### src/rtl/instruction_fetch.sv
`default_nettype none
// ============================================================================
//  Module      : instruction_fetch
//  Description : Fetch stage between a combinational program ROM and the
//                decoder. Drives the ROM address from the PC, joins
//                opcode+immediate pairs into one packet, and presents packets
//                over a valid/ready handshake. Execute-stage redirects flush
//                any in-flight fetch.
//  Revision    : 1.0 - initial release
// ============================================================================
module instruction_fetch #(
    parameter logic [15:0] RESET_ADDR = 16'h0000,
    parameter logic [9:0]  IMM_SRC    = 10'h3A0
) (
    input  logic        clk,
    input  logic        reset,
    output logic [15:0] rom_addr,
    input  logic [15:0] rom_data,
    input  logic        branch_en,
    input  logic [15:0] branch_target,
    output logic        ins_valid,
    input  logic        ins_ready,
    output logic [15:0] ins_word,
    output logic [15:0] ins_imm,
    output logic        ins_has_imm,
    output logic [15:0] ins_pc
);

    // OP: next ROM word is an opcode; IMM: next ROM word is the immediate
    localparam logic [0:0] c_ST_OP  = 1'b0;
    localparam logic [0:0] c_ST_IMM = 1'b1;

    logic [0:0]  r_st;
    logic [0:0]  w_st_nxt;
    logic [15:0] r_pc;
    logic [15:0] r_op_word;
    logic [15:0] r_op_pc;
    logic        r_valid;
    logic [15:0] r_word;
    logic [15:0] r_imm;
    logic        r_has_imm;
    logic [15:0] r_ins_pc;

    logic        w_or_free;
    logic        w_two_word;
    logic        w_load_or;
    logic        w_adv;
    logic        w_latch_op;

    // The output register can take a new packet when empty or being drained
    assign w_or_free  = !r_valid || ins_ready;

    // Words whose operand lives in the following ROM word
    assign w_two_word = (rom_data[9:0] == IMM_SRC) ||
                        (rom_data[15:12] == 4'hE) ||
                        (rom_data[15:12] == 4'hD);

    // State register
    always_ff @(posedge clk) begin
        if (reset) begin
            r_st <= c_ST_OP;
        end else begin
            r_st <= w_st_nxt;
        end
    end

    // Next-state logic; a redirect always restarts on an opcode word
    always_comb begin
        w_st_nxt = r_st;
        if (branch_en) begin
            w_st_nxt = c_ST_OP;
        end else if (w_or_free) begin
            case (r_st)
                c_ST_OP:  w_st_nxt = w_two_word ? c_ST_IMM : c_ST_OP;
                c_ST_IMM: w_st_nxt = c_ST_OP;
                default:  w_st_nxt = c_ST_OP;
            endcase
        end
    end

    // FSM controls; a redirect cancels the load and PC advance of its cycle
    always_comb begin
        w_adv      = 1'b0;
        w_load_or  = 1'b0;
        w_latch_op = 1'b0;
        if (!branch_en && w_or_free) begin
            w_adv = 1'b1;
            case (r_st)
                c_ST_OP: begin
                    w_load_or  = !w_two_word;
                    w_latch_op = w_two_word;
                end
                c_ST_IMM: w_load_or = 1'b1;
                default: begin
                    w_load_or  = 1'b0;
                    w_latch_op = 1'b0;
                end
            endcase
        end
    end

    // Program counter: redirect, advance (wraps at 16 bits) or hold on stall
    always_ff @(posedge clk) begin
        if (reset) begin
            r_pc <= RESET_ADDR;
        end else if (branch_en) begin
            r_pc <= branch_target;
        end else if (w_adv) begin
            r_pc <= r_pc + 16'h0001;
        end
    end

    // Holds the opcode half of a two-word instruction until its immediate arrives
    always_ff @(posedge clk) begin
        if (reset) begin
            r_op_word <= 16'h0000;
            r_op_pc   <= 16'h0000;
        end else if (w_latch_op) begin
            r_op_word <= rom_data;
            r_op_pc   <= r_pc;
        end
    end

    // Output register: load a packet, drain on acceptance, or flush on redirect
    always_ff @(posedge clk) begin
        if (reset) begin
            r_valid   <= 1'b0;
            r_word    <= 16'h0000;
            r_imm     <= 16'h0000;
            r_has_imm <= 1'b0;
            r_ins_pc  <= 16'h0000;
        end else if (branch_en) begin
            r_valid <= 1'b0;
        end else if (w_load_or) begin
            r_valid <= 1'b1;
            if (r_st == c_ST_IMM) begin
                r_word    <= r_op_word;
                r_imm     <= rom_data;
                r_has_imm <= 1'b1;
                r_ins_pc  <= r_op_pc;
            end else begin
                r_word    <= rom_data;
                r_imm     <= 16'h0000;
                r_has_imm <= 1'b0;
                r_ins_pc  <= r_pc;
            end
        end else if (r_valid && ins_ready) begin
            r_valid <= 1'b0;
        end
    end

    assign rom_addr    = r_pc;
    assign ins_valid   = r_valid;
    assign ins_word    = r_word;
    assign ins_imm     = r_imm;
    assign ins_has_imm = r_has_imm;
    assign ins_pc      = r_ins_pc;

endmodule
`default_nettype wire

### config.mk
export PLATFORM = sky130hd
export DESIGN_NAME = instruction_fetch
export DESIGN_NICKNAME = d
export VERILOG_FILES = /design/src/rtl/instruction_fetch.sv
export SDC_FILE = /design/constraint.sdc
export NUM_CORES = 1
export LEC_CHECK = 0
export CAP_MARGIN = 20
export CORE_MARGIN = 2
export CORE_UTILIZATION = 54
export CTS_CLUSTER_DIAMETER = 100
export DETAILED_ROUTE_END_ITERATION = 7
export HOLD_SLACK_MARGIN = 0.02
export PLACE_DENSITY = 0.91
export SLEW_MARGIN = 0
export SYNTH_ARGS = -nofsm -noshare
export SYNTH_HDL_FRONTEND = slang
export SYNTH_SLANG_ARGS = --single-unit
export TNS_END_PERCENT = 5
### constraint.sdc
create_clock -name clk -period 3.8 [get_ports clk]
set_clock_uncertainty 0.1 [all_clocks]
set_input_delay 0.57 -clock clk [delete_from_list [all_inputs] [get_ports clk]]
set_output_delay 0.57 -clock clk [all_outputs]
set_load 0.005 [all_outputs]
# Yosys cells after proc, flatten, opt, wreduce, memory -nomap -nowiden
# Index checks and enable logic that the tools add are counted.
# op_classes
muxes	15
n_eq_ne	3
addsub	1
bitwise_logic	2
n_reduce_logical	12
# op_table
operator	count
$mux W16	5
$add A16 B1 Y16 const B	1
$eq A10 B10 Y1 const B	1
$eq A4 B4 Y1 const B	2
$mux W1	8
$pmux W1 S2	2
$reduce_bool A2 Y1	2
$logic_not A1 Y1	3
$logic_or A1 B1 Y1	3
$logic_and A1 B1 Y1	2
$not A1 Y1	2
$reduce_and A2 Y1	1
$reduce_or A2 Y1	1
# totals
inputBits	36
ff_bits	99
elab_cells	42
output_inout_bits	66

# Longest topological paths before layout
# Gate-level depths: netlist (run 1).
# logic_depth
depth_word	7
mapped_depth	7
depth_no_buf	5

# Least setup slack after synthesis (run 1)
# No wires, ideal clock.
# synth_path
path_kind	input -> register
startpoint	in rom_data[0]
endpoint	reg r_op_pc[10]
n_path_buf	1
slack_ns	1.779
t_arrival_ns	1.850
required_time_ns	3.628
path_stages	5
setup_ns	0.072
path_cell_list	nor4_1 > a32oi_1 > nor4_4 > buf_2 > mux2i_1
# synth_between
elab_chain_len	5
# synth_lines
item	line_no	rtl
from (decl)	18	input logic [15:0] rom_data,
$eq A10 B10 Y1	54	assign w_two_word = (rom_data[9:0] == IMM_SRC) ||
$logic_or A1 B1 Y1	54	
$logic_or A1 B1 Y1	55	(rom_data[15:12] == 4'hE) ||
$mux W1	88	case (r_st)
$mux W1	86	if (!branch_en && w_or_free) begin
to (signal assigned)	120	r_op_pc <= r_pc;
to (decl)	37	logic [15:0] r_op_pc;
# No other way between the ends.
# A chain may end at the register's enable or synchronous reset.

# Final worst setup path (run 1)
# layout_path
startpoint	in rom_data[0]
endpoint	reg r_op_word[14]
# layout_between
elab_chain_len	5
# layout_lines
item	line_no	rtl
$eq A10 B10 Y1	54	
$logic_or A1 B1 Y1	54	
$logic_or A1 B1 Y1	55	
$mux W1	88	
$mux W1	86	
to (signal assigned)	119	r_op_word <= rom_data;
to (decl)	36	logic [15:0] r_op_word;
# No other way between the ends.

==> results of run 1 <==
## area by class of cell
cell class | instances | area [sq um] | share of cell area (%)
Multi-Input combinational cell | 306 | 2266 | 39.68
Sequential cell | 99 | 1983 | 34.73
Timing Repair Buffer | 111 | 1101 | 19.28
Clock buffer | 11 | 151.4 | 2.651
Tap cell | 102 | 127.6 | 2.235
Clock inverter | 4 | 73.82 | 1.293
Inverter | 2 | 7.507 | 0.1315
## cells in the final DEF, fill, tap and decap left out, types with 5 or more instances in the layout
cell type	Yosys	layout
a211oi_1	40	40
a21oi_1	34	34
a22o_1	16	16
a311oi_1	7	7
buf_4	2	9
clkbuf_8	0	11
clkdlybuf4s50_1	0	100
dfxtp_1	99	98
mux2i_1	64	64
nand2_1	12	12
nand2b_1	64	64
nor2_1	15	15
xnor2_1	5	5
xor2_1	5	5
## layer usage
| layer | part of all wire, % | vias to the layer above | track usage, % |
|---|---|---|---|
| li1 | - | 1775 | - |
| met1 | 43 | 1835 | 34.26 |
| met2 | 48 | 155 | 43.99 |
| met3 | 6.3 | 23 | 5.188 |
| met4 | 1.9 | 0 | 10.14 |
| met5 | 0 | - | 0 |
## stage by stage
step / power (uW) / area, sq um
final: 2218 / 5710
after global routing: 2298 / 5710
after CTS: 2223 / 5710
after detailed placement: 1481 / 5485
after global placement: 1464 / 5458
after floorplan: 1303 / 4414
## power by group through the flow
stage | Sequential [uW] | Combinational (uW) | Clock, uW
2_1_floorplan | 1150 | 155 | 0
3_3_place_gp | 1160 | 307 | 0
3_5_place_dp | 1160 | 323 | 0
4_1_cts | 1130 | 325 | 763
5_1_grt | 1140 | 351 | 805
6_report | 1140 | 324 | 756
## registers in the layout (all words and copies together) (netlist names)
signal       cells
ins_has_imm      1
ins_imm         16
ins_pc          16
ins_valid        1
ins_word        16
r_op_pc         16
r_op_word       16
r_st             1
rom_addr        16
## final timing paths
path | from | end | slack (ns) | cells past startpoint
max | rom_data[0] | r_op_word[14]$_SDFFE_PP0P_ | 0.83 | 6
min | ins_has_imm$_SDFFE_PP0P_ | ins_has_imm$_SDFFE_PP0P_ | 0.37 | 1
max reg2reg | r_st$_SDFFE_PP0N_ | r_op_word[14]$_SDFFE_PP0P_ | 1.56 | 4
min reg2reg | ins_has_imm$_SDFFE_PP0P_ | ins_has_imm$_SDFFE_PP0P_ | 0.37 | 1
## cells by family (layout without fill, tap and decap cells)
| logic type | after synthesis | count (layout) | synth area share (%) |
|---|---|---|---|
| AOI/OAI and AO/OA | 108 | 108 | 17.21 |
| xor gates and xnor gates | 10 | 10 | 1.984 |
| adders and majority gates | 1 | 1 | 0.2834 |
| buffers and inverters | 41 | 128 | 4.024 |
| DFF | 99 | 99 | 44.90 |
| muxes | 64 | 64 | 14.51 |
| and+or+nand+nor | 123 | 123 | 17.09 |
==> results.ini, run 1 <==
[synth]
yosys_warnings = 0
syn_area_per_cell_sq_um = 9.897
synth_top_flop_cell = dfxtp_1
yosysMostFrequentCell = dfxtp_1
yosysTopAreaCell = dfxtp_1
ys_ff_latch = 99
synthArstFlopShare_pct = 0
synthTopCellsByArea = dfxtp_1 45%, mux2i_1 15%, nand2b_1 9.1%
synth.top_cell.area_share_pct = 44.90
syn_nets = 483
syn-cell-area_sq_um = 4414
yosysSeqAreaShare_pct = 44.90
synth_cell_types = 44
syn_inst = 446
synth_common_cells = 99 x dfxtp_1, 64 x mux2i_1, 64 x nand2b_1
synth_edf_count = 0

[pwr]
power.density_nw_per_um2 = 388.4
p_sw_share_pct = 24.59
p_int_uw = 1672
p_comb_share_pct = 14.6
seq_power_share_pct = 51.3
peakVddDrop_mv = 0.2494
p_sw_uw = 545.4
clockPowerShare_pct = 34.1
p_leak_uw = 0.001899

[setup_path]
crit_type = input pin to flip-flop
crit_fanout = 16
end_kind = flip-flop
path_delay_family = simple AND/OR/NAND/NOR gates
cp_slowest_cell = nor4_4
crit_chain = clkdlybuf4s50_1 > nor4_1 > a32oi_1 > nor4_4 > buf_4 > mux2i_1
cp.arrival_ns = 3.16
critPathLaunchType = input pin
critical_path_buf_inv_count = 2
cpPeakStageDelay_ns = 0.59
cp.required_ns = 3.99

[global_route]
overflow = 0
grt_pass1_wl_um = 18500
antenna_found_initial = 0
grt_max_degree = 62
track_usage_pct = 26.52
first_global_vias = 3694

[cts]
cts.clk_slew.worst_paths_ns = 0.09
clk_latency_ns = 0.37
tritoncts = built
cts.sinks = 99
cts_htree_levels = 3
cts_setup_buffers = 0
hold_buffers = 0
cts-root-buf = clkbuf_8
clockBufferDepth = 2
cts.repair.resized = 0
cts_buffers = 9

[sta]
rsz0062_at_grt = no
hold_viol_final = 0
worst_slack_ns = 0.8336
min_period_ns = 2.966
relSlewSlack_pct = 38.72
setup_viol = 0
setup-tns-final_ns = 0
timing.hold.ws_ns = 0.3653
fin_crit_sh_pct = 78.06
worst_slew_pin_slew_ns = 0.9192
fmax_mhz = 337.1
slew_violations = 0

[drt]
vias = 3788
routedWlPerCell_um = 18.19
route.detailed.drc = 0
firstDrtPassIters = 4
via_per_inst = 5.965
ant_nets = 0
detail_route.iter0.violations = 251
wirelength_um = 11550

[die]
start_util_pct = 56.54
core-area_sq_um = 7807
die_x_um = 94.41
die-area_sq_um = 8913
row_count = 32
ios = 102
die_h_um = 94.41

[layout]
drive_above_1_share_pct = 6.567
fin_nets = 566
fillers = 575
area_growth_pct = 29.37
final_util_pct = 73.14
diodes = 0
layout.cells.non_filler = 635

[outcome]
outcome = finished clean

[placement]
dp_worst_setup_slack_ns = 0.4748
dp_cells = 620
place_congestion = 0.8060
io_buffer_count = 101
dp_hpwl_um = 7857

[min_path]
hold_class = flip-flop to flip-flop

[job]
maxCapViolCount = 0

Power figures use the tool's default switching activity.
==> run 2: changes to the inputs <==
--- a/config.mk
+++ b/config.mk
@@ -7,11 +7,11 @@
 export LEC_CHECK = 0
 export CAP_MARGIN = 20
 export CORE_MARGIN = 2
-export CORE_UTILIZATION = 54
+export CORE_UTILIZATION = 50
 export CTS_CLUSTER_DIAMETER = 100
 export DETAILED_ROUTE_END_ITERATION = 7
 export HOLD_SLACK_MARGIN = 0.02
-export PLACE_DENSITY = 0.91
+export PLACE_DENSITY = 0.86
 export SLEW_MARGIN = 0
 export SYNTH_ARGS = -nofsm -noshare
 export SYNTH_HDL_FRONTEND = slang
==> constraint.sdc (replaced) <==
create_clock -name clk -period 2.8 [get_ports clk]
set_clock_uncertainty 0.1 [all_clocks]
set_input_delay 0.42 -clock clk [delete_from_list [all_inputs] [get_ports clk]]
set_output_delay 0.42 -clock clk [all_outputs]
set_load 0.005 [all_outputs]
==> results.ini, run 2 (synthesis gave the netlist of run 1 again) <==
[placement]
dp_cells = 631
place_congestion = 0.8603
io_buffer_count = 101
dp_hpwl_um = 7613

[global_route]
grt_max_degree = 74
overflow = 0
grt_pass1_wl_um = 17710
first_global_vias = 3572
track_usage_pct = 22.21
antenna_found_initial = 0

[min_path]
hold_class = flip-flop to flip-flop

[drt]
detail_route.iter0.violations = 185
firstDrtPassIters = 4
ant_nets = 0
routedWlPerCell_um = 16.87
via_per_inst = 5.717
wirelength_um = 10910
route.detailed.drc = 0
vias = 3699

[sta]
setup-tns-final_ns = 0
rsz0062_at_grt = no
timing.hold.ws_ns = 0.3678
min_period_ns = 2.263
slew_violations = 0
relSlewSlack_pct = 54.03
fin_crit_sh_pct = 80.82
fmax_mhz = 441.9
worst_slew_pin_slew_ns = 0.6895
setup_viol = 0
hold_viol_final = 0

[layout]
fillers = 667
diodes = 0
fin_nets = 571
layout_common_cells = 100 x clkdlybuf4s50_1, 98 x dfxtp_1, 64 x nand2b_1, 64 x mux2i_1, 40 x a211oi_1
area_growth_pct = 29.28
drive_above_1_share_pct = 7.607
final_common_cell = clkdlybuf4s50_1
final_util_pct = 66.08
layout.cells.non_filler = 647

[setup_path]
cp.arrival_ns = 2.44
cp.required_ns = 2.98
critPathLaunchType = input pin
end_kind = flip-flop
crit_fanout = 21
r2r_slack_ns = 0.79
crit_type = input pin to flip-flop

[outcome]
outcome = finished clean

[die]
die-area_sq_um = 9596
start_util_pct = 51.12
row_count = 34
die_x_um = 97.96
core-area_sq_um = 8636
die_h_um = 97.96
ios = 102

[cts]
cts.clk_slew.worst_paths_ns = 0.10
clk_latency_ns = 0.35
hold_buffers = 0
cts_setup_buffers = 0
cts-root-buf = clkbuf_8
cts.repair.resized = 0
cts_buffers = 9
tritoncts = built
clockBufferDepth = 2
cts.sinks = 99
cts_htree_levels = 3

[job]
maxCapViolCount = 0

[pwr]
peakVddDrop_mv = 0.2694
finalPower_uw = 2843
p_leak_uw = 0.001895
power.density_nw_per_um2 = 498.1

==> run 2: worst max-delay path, cell delays in order <==
cell,delay [ns]
clkdlybuf4s50_1,0.49
nor4_1,0.43
a32oi_1,0.24
nor4_4,0.19
buf_4,0.41
mux2i_1,0.25
==> run 2: per-layer routing <==
metal  track usage (%)  part of all wire [%]  up-vias
met5                 0                     0        -
met4             5.876                  0.51        0
met2             37.09                    50      116
met1             28.75                    44     1788
li1                  -                     -     1789
met3             5.583                   5.8        6
==> run 2: path summary, 6_finish.rpt <==
| kind | from | end | cells past startpoint |
|---|---|---|---|
| worst max-delay path | rom_data[1] | r_op_pc[12]$_SDFFE_PP0P_ | 6 |
| worst min-delay path | ins_has_imm$_SDFFE_PP0P_ | ins_has_imm$_SDFFE_PP0P_ | 1 |
| worst max register to register | r_st$_SDFFE_PP0N_ | ins_imm[15]$_SDFFE_PP0P_ | 6 |
| worst min register to register | ins_has_imm$_SDFFE_PP0P_ | ins_has_imm$_SDFFE_PP0P_ | 1 |
==> run 2: stage by stage <==
stage	instance area [sq um]	worst slack (ns)
detailed placement	5523	0.1503
global route	5707	0.4556
finish	5707	0.5371
CTS	5707	0.5290
floorplan	4414	0.9288
global placement	5523	0.1819
==> run 2: power by group <==
| part | internal (uW) | total [uW] | switching, uW |
|---|---|---|---|
| sequential | 1480 | 1540 | 66.6 |
| combinational | 249 | 437 | 188 |
| clock | 341 | 863 | 523 |
| total | 2070 | 2840 | 777 |
==> run 2: cell type report <==
type	instances	area, sq um	share of cell area (%)
multi-input cells	306	2266	39.71
flip-flops and latches	99	1983	34.75
repair buffers	116	1131	19.82
well taps	108	135.1	2.368
clock buffers	9	123.9	2.171
clock inverters	7	60.06	1.052
inverters	2	7.507	0.1316
==> run 3: changes to the inputs <==
--- a/config.mk
+++ b/config.mk
@@ -7,11 +7,11 @@
 export LEC_CHECK = 0
 export CAP_MARGIN = 20
 export CORE_MARGIN = 2
-export CORE_UTILIZATION = 50
+export CORE_UTILIZATION = 45
 export CTS_CLUSTER_DIAMETER = 100
 export DETAILED_ROUTE_END_ITERATION = 7
 export HOLD_SLACK_MARGIN = 0.02
-export PLACE_DENSITY = 0.86
+export PLACE_DENSITY = 0.82
 export SLEW_MARGIN = 0
 export SYNTH_ARGS = -nofsm -noshare
 export SYNTH_HDL_FRONTEND = slang
==> constraint.sdc (replaced) <==
create_clock -name clk -period 1.85 [get_ports clk]
set_clock_uncertainty 0.1 [all_clocks]
set_input_delay 0.2775 -clock clk [delete_from_list [all_inputs] [get_ports clk]]
set_output_delay 0.2775 -clock clk [all_outputs]
set_load 0.005 [all_outputs]
==> results.ini, run 3 (synthesis gave the netlist of run 1 again) <==
[cts]
cts_htree_levels = 3
clk_latency_ns = 0.36
hold_buffers = 0
tritoncts = built
clockBufferDepth = 2
cts.clk_slew.worst_paths_ns = 0.09
cts_setup_buffers = 0
cts-root-buf = clkbuf_8
cts.sinks = 99
cts_buffers = 9

[min_path]
holdPathStages = 3
hold_class = input pin to flip-flop

[setup_path]
cpPeakStageDelay_ns = 0.49
critPathLaunchType = input pin
reg2reg_depth = 6
cp.arrival_ns = 1.98
crit_type = input pin to flip-flop
end_kind = flip-flop
path_delay_family = buffers and inverters
cp.required_ns = 2.03
crit_cells = 6
critical_path_buf_inv_count = 2
cp_slowest_cell = clkdlybuf4s50_1
crit_chain = clkdlybuf4s50_1 > nor2b_4 > a32oi_2 > nor4_4 > buf_6 > mux2i_1
crit_fanout = 6

[drt]
wirelength_um = 11920
detail_route.iter0.violations = 219
routedWlPerCell_um = 16.70
route.detailed.drc = 0
ant_nets = 0
vias = 3860
via_per_inst = 5.406
firstDrtPassIters = 4

[die]
die-area_sq_um = 10620
die_x_um = 103.0
die_h_um = 103.0
core-area_sq_um = 9639
start_util_pct = 45.79
row_count = 36
ios = 102

[outcome]
outcome = finished clean

[placement]
place_area_sq_um = 5874
place_congestion = 0.8511
dp_worst_setup_slack_ns = -0.4122
io_buffer_count = 101
dp_hpwl_um = 8440

[global_route]
antenna_found_initial = 0
first_global_vias = 3899
grt_pass1_wl_um = 18720
grt_max_degree = 44
track_usage_pct = 22.58
overflow = 0

[pwr]
power.density_nw_per_um2 = 746.8
p_leak_uw = 0.002258
peakVddDrop_mv = 0.4536

[layout]
stdcell_area_sq_um = 6210
drive_above_1_share_pct = 16.35
seqCellArea_sq_um = 1986
fin_nets = 613
multi_input_area_sq_um = 2312
layout_common_cells = 96 x dfxtp_1, 88 x clkdlybuf4s50_1, 64 x nand2b_1, 64 x mux2i_1, 49 x buf_4
fillers = 793
area_growth_pct = 40.67
diodes = 0
final_common_cell = dfxtp_1

[sta]
setup_viol = 0
rsz0062_at_grt = yes
worst_slew_pin_slew_ns = 0.4594
hold_viol_final = 0
relSlewSlack_pct = 69.14
timing.hold.ws_ns = 0.1802
min_period_ns = 1.796
setup-tns-final_ns = 0
fin_crit_sh_pct = 97.06
worst_slack_ns = 0.05439
slew_violations = 0
fmax_mhz = 556.9

[job]
maxCapViolCount = 0

[run 3: report_power, final]
group	internal, uW	total, uW	switching, uW	leakage, uW
sequential	2230	2300	70.0	0.000811
clock	798	1550	747	0.000108
combinational	446	789	343	0.00134
total	3480	4640	1160	0.00226
[run 3: tightest hold or removal path: stages]
cell and delay (ns):
dlymetal6s2s_1 0.10, buf_4 0.12, a22o_1 0.12
[run 3: cell type report]
cell class	count	area share (%)
inverters	2	0.1209
repair buffers	158	24.34
flip-flops and latches	99	31.98
multi-input cells	306	37.24
clock buffers	10	2.216
clock inverters	6	1.431
well taps	133	2.680
[run 3: path summary, 6_finish.rpt]
check,startpoint,endpoint,slack [ns]
setup / recovery,rom_data[4],r_op_pc[2]$_SDFFE_PP0P_,0.05
hold / removal,rom_data[9],ins_imm[9]$_SDFFE_PP0P_,0.18
setup reg to reg,ins_valid$_SDFFE_PP0P_,ins_pc[13]$_SDFFE_PP0P_,0.07
hold reg to reg,ins_has_imm$_SDFFE_PP0P_,ins_has_imm$_SDFFE_PP0P_,0.37
[run 3: stage by stage]
stage	utilization [%]	cells	total power [uW]
2_1_floorplan	-	446	2677
3_3_place_gp	60.94	697	3099
3_5_place_dp	60.94	697	3123
4_1_cts	63.36	713	4658
5_1_grt	64.42	714	4821
6_report	64.42	714	4638
[run 3: timing repair]
action / in CTS / in global routing
cloned: 0 / 1
setup endpoints to repair: 14 / 84
pin swaps: 0 / 6
gates resized for setup: 3 / 31
[run 3: per-layer routing]
metal	routed length [um]	global-route usage [%]
met2	5897	38.01
met1	5207	28.97
met4	132	7.287
met3	684	4.746
met5	0	0
